File: src/rtl/hamming_secded_reg.sv
// SECDED-protected storage register: Hamming-encodes on write, decodes and corrects on read.
// Optional FAULT_INJECTION_EN macro adds a codeword XOR port for error injection.
module hamming_secded_reg #(
  parameter int DATA_WIDTH = 26,
  parameter bit SCRUB_EN   = 1'b1,
  parameter int CNT_WIDTH  = 8,
  localparam int N_CHECKB  = (DATA_WIDTH <= 1)   ? 2 :
                             (DATA_WIDTH <= 4)   ? 3 :
                             (DATA_WIDTH <= 11)  ? 4 :
                             (DATA_WIDTH <= 26)  ? 5 :
                             (DATA_WIDTH <= 57)  ? 6 :
                             (DATA_WIDTH <= 120) ? 7 : 8,
  localparam int CW_WIDTH  = DATA_WIDTH + N_CHECKB + 1
) (
  input  logic                  clk_i,
  input  logic                  rst_i,
  input  logic                  we_i,
  input  logic [DATA_WIDTH-1:0] data_i,
  input  logic                  re_i,
  output logic                  rvalid_o,
  output logic [DATA_WIDTH-1:0] data_o,
  output logic                  sec_o,
  output logic                  ded_o,
  output logic                  err_sticky_o,
  output logic [CNT_WIDTH-1:0]  sec_cnt_o,
  output logic [CNT_WIDTH-1:0]  ded_cnt_o,
  input  logic                  clr_cnt_i
`ifdef FAULT_INJECTION_EN
  ,
  input  logic                  inj_en_i,
  input  logic [CW_WIDTH-1:0]   inj_mask_i
`endif
);

  // Data occupies every non-power-of-two position from 3 upward, LSB first.
  function automatic logic [CW_WIDTH-1:0] encode(input logic [DATA_WIDTH-1:0] d);
    logic [CW_WIDTH-1:0] cw;
    int di;
    cw = '0;
    di = 0;
    for (int pos = 1; pos < CW_WIDTH; pos++) begin
      if ((pos & (pos - 1)) != 0) begin
        cw[pos] = d[di];
        di++;
      end
    end
    for (int k = 0; k < N_CHECKB; k++) begin
      for (int pos = 1; pos < CW_WIDTH; pos++) begin
        if (((pos >> k) & 1) == 1 && (pos & (pos - 1)) != 0)
          cw[1 << k] = cw[1 << k] ^ cw[pos];
      end
    end
    cw[0] = ^cw[CW_WIDTH-1:1];
    return cw;
  endfunction

  function automatic logic [DATA_WIDTH-1:0] extract(input logic [CW_WIDTH-1:0] cw);
    logic [DATA_WIDTH-1:0] d;
    int di;
    d  = '0;
    di = 0;
    for (int pos = 1; pos < CW_WIDTH; pos++) begin
      if ((pos & (pos - 1)) != 0) begin
        d[di] = cw[pos];
        di++;
      end
    end
    return d;
  endfunction

  function automatic logic [N_CHECKB-1:0] syndrome(input logic [CW_WIDTH-1:0] cw);
    logic [N_CHECKB-1:0] s;
    s = '0;
    for (int pos = 1; pos < CW_WIDTH; pos++) begin
      if (cw[pos])
        s = s ^ N_CHECKB'(pos);
    end
    return s;
  endfunction

  logic [CW_WIDTH-1:0]   cw_reg;
  logic                  rvalid_reg;
  logic [DATA_WIDTH-1:0] data_reg;
  logic                  sec_reg;
  logic                  ded_reg;
  logic                  sticky_reg;
  logic [CNT_WIDTH-1:0]  sec_cnt_reg;
  logic [CNT_WIDTH-1:0]  ded_cnt_reg;

  logic [N_CHECKB-1:0]   syn;
  logic                  par;
  logic                  dec_sec;
  logic                  dec_ded;
  logic [CW_WIDTH-1:0]   flip;
  logic [CW_WIDTH-1:0]   cw_fixed;
  logic [DATA_WIDTH-1:0] dec_data;

  assign syn     = syndrome(cw_reg);
  assign par     = ^cw_reg;
  // Odd parity with an in-range syndrome is a single flip; s=0 points at the parity bit.
  assign dec_sec = par && (int'(syn) < CW_WIDTH);
  assign dec_ded = (!par && (syn != '0)) || (par && (int'(syn) >= CW_WIDTH));

  genvar gi;
  generate
    for (gi = 0; gi < CW_WIDTH; gi++) begin : g_flip
      assign flip[gi] = dec_sec && (int'(syn) == gi);
    end
  endgenerate

  // flip is zero on DED, so the same extractor yields the raw data there.
  assign cw_fixed = cw_reg ^ flip;
  assign dec_data = extract(cw_fixed);

  always_ff @(posedge clk_i) begin
    if (rst_i) begin
      cw_reg      <= '0;
      rvalid_reg  <= 1'b0;
      data_reg    <= '0;
      sec_reg     <= 1'b0;
      ded_reg     <= 1'b0;
      sticky_reg  <= 1'b0;
      sec_cnt_reg <= '0;
      ded_cnt_reg <= '0;
    end else begin
      rvalid_reg <= re_i;
      if (re_i) begin
        data_reg <= dec_data;
        sec_reg  <= dec_sec;
        ded_reg  <= dec_ded;
      end

      if (we_i)
        cw_reg <= encode(data_i);
      else if (SCRUB_EN && re_i && dec_sec)
        cw_reg <= cw_fixed;
`ifdef FAULT_INJECTION_EN
      else if (inj_en_i)
        cw_reg <= cw_reg ^ inj_mask_i;
`endif

      if (clr_cnt_i) begin
        sec_cnt_reg <= '0;
        ded_cnt_reg <= '0;
        sticky_reg  <= 1'b0;
      end else if (re_i) begin
        if (dec_sec && (sec_cnt_reg != '1))
          sec_cnt_reg <= sec_cnt_reg + 1'b1;
        if (dec_ded && (ded_cnt_reg != '1))
          ded_cnt_reg <= ded_cnt_reg + 1'b1;
        if (dec_ded)
          sticky_reg <= 1'b1;
      end
    end
  end

  assign rvalid_o     = rvalid_reg;
  assign data_o       = data_reg;
  assign sec_o        = sec_reg;
  assign ded_o        = ded_reg;
  assign err_sticky_o = sticky_reg;
  assign sec_cnt_o    = sec_cnt_reg;
  assign ded_cnt_o    = ded_cnt_reg;

endmodule

File: config.mk
export PLATFORM = sky130hd
export DESIGN_NAME = hamming_secded_reg
export DESIGN_NICKNAME = d
export VERILOG_FILES = /design/src/rtl/hamming_secded_reg.sv
export SDC_FILE = /design/constraint.sdc
export NUM_CORES = 1
export LEC_CHECK = 0
export CAP_MARGIN = 15
export CORE_ASPECT_RATIO = 0.7
export CORE_MARGIN = 2
export CORE_UTILIZATION = 25
export DETAILED_ROUTE_END_ITERATION = 16
export GPL_ROUTABILITY_DRIVEN = 1
export SLEW_MARGIN = 20
export SYNTH_ARGS = -nofsm -noshare
export SYNTH_HDL_FRONTEND = slang
export SYNTH_SLANG_ARGS = --single-unit
export TNS_END_PERCENT = 30
File: constraint.sdc
create_clock -name clk_i -period 4.2 [get_ports clk_i]
set_input_delay 0.63 -clock clk_i [delete_from_list [all_inputs] [get_ports clk_i]]
set_output_delay 0.63 -clock clk_i [all_outputs]
set_load 0.01 [all_outputs]
# [Word-level counts from Yosys, hierarchy flattened]
# Index checks and enable logic that the tools add are counted.
[classes] addsub=26 magnitude_cmp=25 n_eq_ne=33 muxes=358 bitwise_logic=101 n_reduce_logical=46
[ops] cell="$mux W32" n=52
[ops] cell="$lt A32 B7 Y1 const B" n=25
[ops] cell="$add A32 B2 Y32 const B" n=24
[ops] cell="$mux W1" n=251
[ops] cell="$bmux W1 S5" n=25
[ops] cell="$eq A5 B5 Y1 const B" n=16
[ops] cell="$mux W5" n=16
[ops] cell="$xor A1 B1 Y1" n=70
[ops] cell="$eq A5 B4 Y1 const B" n=8
[ops] cell="$logic_and A1 B1 Y1" n=36
[ops] cell="$mux W4" n=8
[ops] cell="$reduce_xor A32 Y1" n=1
[ops] cell="$xor A32 B32 Y32" n=1
[ops] cell="$reduce_xor A31 Y1" n=1
[ops] cell="$not A3 Y3" n=10
[ops] cell="$eq A5 B3 Y1 const B" n=4
[ops] cell="$not A2 Y2" n=10
[ops] cell="$not A4 Y4" n=5
[ops] cell="$add A8 B1 Y8 const B" n=2
[ops] cell="$ne A8 B8 Y1 const B" n=2
[ops] cell="$mux W3" n=4
[ops] cell="$eq A5 B2 Y1 const B" n=2
[ops] cell="$reduce_and A2 Y1" n=3
[ops] cell="$eq A5 B1 Y1 const B" n=1
[ops] cell="8 further kinds" n=12
[totals] register_bits=78 inputBits=31 output_inout_bits=46 word_cells=597

# [Depth between registers and ports, before layout]
[logic_depth] ltp_word=84 mapped_depth=10 ltp_nobuf=8

# [Worst setup path after synthesis]
# No wires, ideal clock.
[synth_path] kind="register -> register" startpoint="register cw_reg[3]" endpoint="register ded_cnt_reg[3], in the netlist ded_cnt_o[3]" setup_ns=0.071 arrival_time_ns=2.447 required_time_ns=4.129 setup_slack_ns=1.682 stages_incl_launch_ff=10 synth_period_minus_slack_ns=2.518 cell_sequence="dfxtp_1 -> xor2_1 -> xnor3_1 -> xor2_1 -> nor3_2 -> o22ai_2 -> a21oi_1 -> buf_2 -> or3_1 -> a21oi_1"
[synth_between] elab_chain_len=47
[synth_lines] element="start, declared" line_no="81" rtl="logic [CW_WIDTH-1:0] cw_reg;"
[synth_lines] element="start signal, assigned" line_no="134" rtl="cw_reg <= encode(data_i);"
[synth_lines] element="start signal, assigned" line_no="136" rtl="cw_reg <= cw_fixed;"
[synth_lines] element="$mux W2" line_no="75" rtl="if (cw[pos])"
[synth_lines] element="$mux W3" line_no="75"
[synth_lines] element="$not A2 Y2 (no line) or $mux W3 (tied branches)"
[synth_lines] element="$mux W3 or $not A2 Y2 (tied branches)"
[synth_lines] element="$mux W3" line_no="75"
[synth_lines] element="$not A3 Y3 (no line)"
[synth_lines] element="$mux W3" line_no="75"
[synth_lines] element="$mux W4" line_no="75"
[synth_lines] element="[... 31 more ...]"
[synth_lines] element="$mux W5 or $not A4 Y4 (tied branches)"
[synth_lines] element="$mux W5" line_no="75"
[synth_lines] element="$not A5 Y5 (no line)"
[synth_lines] element="$mux W5" line_no="75"
[synth_lines] element="$reduce_bool A5 Y1" line_no="102" rtl="assign dec_ded = (!par && (syn != '0)) || (par && (int'(syn) >= CW_WIDTH));"
[synth_lines] element="$logic_and A1 B1 Y1 (*)" line_no="102"
[synth_lines] element="$logic_and A1 B1 Y1 (*)" line_no="149" rtl="if (dec_ded && (ded_cnt_reg != '1))"
[synth_lines] element="$reduce_and A2 Y1 (no line) (*)"
[synth_lines] element="end signal, assigned" line_no="150" rtl="ded_cnt_reg <= ded_cnt_reg + 1'b1;"
[synth_lines] element="end, declared" line_no="88" rtl="logic [CNT_WIDTH-1:0] ded_cnt_reg;"
# Mark *: on every way between the ends. The rest lies on a longest branch, timed or not.
# A chain may end at the register's enable or synchronous reset.

# [Worst setup path in the final report]
[layout_path] startpoint="register cw_reg[31]" endpoint="register ded_cnt_reg[3], in the netlist ded_cnt_o[3]"
[layout_between] elab_chain_len=5
[layout_lines] element="$reduce_xor A32 Y1 or $mux W5 (tied branches)" line_no="99, 75"
[layout_lines] element="$logic_not A1 Y1 or $reduce_bool A5 Y1 (tied branches)" line_no="102"
[layout_lines] element="$logic_and A1 B1 Y1 (*)" line_no="102"
[layout_lines] element="$logic_and A1 B1 Y1 (*)" line_no="149"
[layout_lines] element="$reduce_and A2 Y1 (no line) (*)"
# Marked as above.

==> impl_metrics.ini <==
[drt]
drt-total-wl_um = 14380
avgRoutedWirePerCell_um = 15.89
drt_first_pass_iters = 4
detail_route.vias_per_cell = 4.609
route.antenna.remaining_nets = 0
route.vias.total = 4171
drc_errors = 0
drt_first_iter_violations = 345

[timing]
max_freq_ghz = 0.3269
max_slew.worst_pin.slew_ps = 870.1
fin_worst_hold_slack_ps = 451.6
finalSetupTns_ps = 0
finalMaxSlewViolations = 0
finalHoldViolations = 0
finalWorstPathRequiredPeriod_ps = 3059
grt_setup_unrepaired = false
final_min_period_over_clock_period_pct = 72.84
relSlewSlack_pct = 41.99
fin_worst_skew_ps = 8.113
finalSetupViolCount = 0

[floorplanning]
fp.coreArea_um2 = 19910
start_util_pct = 25.58
design.die.area_um2 = 21540
die_width_um = 174.6
core.rowCount = 43
boundaryPins = 77
floorplan.die.height_um = 123.4

[grt]
top_usage_layer = met1
groute.layer.met2.usage_pct = 16.27
track_usage_pct = 13.61
initial_antenna_violation_count = 0
use_met3_pct = 3.506
grt_max_degree = 87
gr-total-overflow = 0
grt_first_pass_wirelength_um = 22830
globalRouteMet1Util_pct = 22.71
number_of_global_route_vias_before_repair = 3972

[placed_design]
gp_congestion = 0.8056
io_buffers = 76
post-place-cells = 889
place.detailed.hpwl_um = 10660

[worst_setup_path]
setup.worst_path.class = register to register
critical_path.endpoint_type = register
worst_ep_arrival_time_ps = 3320
crit_fanout = 14
crit_required_ps = 4460
worstSetupStartpointType = register
ff2ff_setup_slack_ps = 1140
reg2regPathDepth = 8

[pwr]
power.leakage_uw = 0.002199
swShare_pct = 49.47
clkPwrFrac_pct = 18.3
peakVddDrop_v = 0.0006289
share_comb_of_total_power_pct = 61.7
switchingPower_uw = 2308
power-per-cell-area_nw_per_um2 = 733.9
internal_power_uw = 2357
power.share.sequential_pct = 20.1

[finish]
final_common_cell = xnor2_1
final_layout_size_suffix_gt1_share_pct = 7.244
final_util_pct = 31.94
synthToLayoutAreaGrowth_pct = 24.87
layout.filler_cells = 2117
max_reg_flops = 32
final_net_count = 663
n_antenna_cell = 0
final_cell_count_no_fill = 905
final_cell_mix = xnor2_1, dfxtp_1, clkdlybuf4s50_1, xor2_1, nor2_1

[cts]
post_cts_buffers = 0
clk_path_buf_depth = 2
tritoncts_clock_tree = yes
cts.sink_count = 78
postCtsResizedCells = 0
clk_pin_slew_ps = 60
cts.hold.buffers_added = 0
worstSkewPairLatency_ps = 340
cts_made_buffers = 9
cts_root_buffer = clkbuf_16
htree_levels = 3

[synthesis]
synth-seq-cells = 78
yosys_warnings = 0
syn_avg_cell_area_um2 = 8.854
synth-main-ff-cell = dfxtp_1
post_synth_inst_count = 575
synth-edff-count = 0
synth_async_sr_flop_share_pct = 0
syn-num-nets = 608
synth_cell_types = 49
synth.yosys.seq_area_share_pct = 30.67
post_synth_design_cell_area_um2 = 5091

[hold_path]
hold_path_depth = 2
class_of_the_most_critical_hold_timing_path = register to register

[status]
result_of_the_run = complete, no violations

[job]
cap_viol_max_count = 0
-- Yosys cell counts, types with 3 or more instances --
library cell / number / share of area, %
a211oi_1: 52 / 7.7
a21oi_1: 13 / 1.3
a31oi_1: 3 / 0.37
and3_1: 6 / 0.74
buf_2: 10 / 0.98
buf_4: 5 / 0.74
buf_6: 3 / 0.66
clkbuf_1: 21 / 1.5
dfxtp_1: 78 / 31
inv_1: 3 / 0.22
nand2_1: 17 / 1.3
nand3_1: 37 / 3.6
nand4_1: 36 / 4.4
nor2_1: 65 / 4.8
nor3_1: 4 / 0.39
o211a_1: 4 / 0.79
o21ai_0: 9 / 0.88
or3_1: 6 / 0.74
xnor2_1: 84 / 14
xnor2_2: 6 / 1.9
xnor3_1: 7 / 3.1
xor2_1: 71 / 12
-- stage by stage --
stage | cell area (µm²) | power (µW) | setup slack, ps
after global routing | 6357 | 5001 | 863.5
final | 6357 | 4666 | 1141
after floorplan | 5091 | 3283 | 1682
after CTS | 6357 | 4667 | 1162
after detailed placement | 6032 | 3803 | 1028
after global placement | 6032 | 3805 | 1044
-- power by group through the flow --
stage / sequential, µW / combinational (µW) / clock (µW)
2_1_floorplan: 945 / 2340 / 0
3_3_place_gp: 950 / 2850 / 0
3_5_place_dp: 951 / 2850 / 0
4_1_cts: 934 / 2860 / 871
5_1_grt: 948 / 3140 / 908
6_report: 936 / 2880 / 852
-- worst max-delay path, cell delays in order (launching register included) --
cell and delay (ps):
dfxtp_1 520, xor2_2 250, xnor3_1 500, xor2_1 240, nor3_2 230, o22ai_2 130, a21oi_1 720, o21ai_0 240
a21oi_1 160
-- cell families after synthesis --
family                     synth area share [%]
muxes                                    0.3932
DFF                                       30.67
buffers and inverters                     4.301
and+or+nand+nor                           18.33
adders and majority gates                0.4914
xor gates and xnor gates                  32.54
AOI/OAI and AO/OA                         13.27
-- routing by layer --
metal	share of wire (%)	vias up
met5	0	-
met4	0.72	0
met3	6.9	7
met2	34	133
met1	58	1908
li1	-	2123
-- path summary, 6_finish.rpt --
| check | from | to |
|---|---|---|
| worst max-delay path | cw_reg[31] | ded_cnt_o[3] |
| worst min-delay path | err_sticky_o | err_sticky_o |
| worst max register to register | cw_reg[31] | ded_cnt_o[3] |
| worst min register to register | err_sticky_o | err_sticky_o |
-- area by class of cell --
| cell class | instances | area, µm² | share of cell area, % |
|---|---|---|---|
| multi-input combinational | 453 | 3311 | 52.08 |
| clock inverter | 5 | 82.58 | 1.299 |
| inverter | 5 | 18.77 | 0.2952 |
| tap | 270 | 337.8 | 5.314 |
| clock buffer | 11 | 242.7 | 3.818 |
| timing repair buffer | 83 | 803.3 | 12.64 |
| sequential | 78 | 1562 | 24.56 |
(Power assumes the default switching activity.)
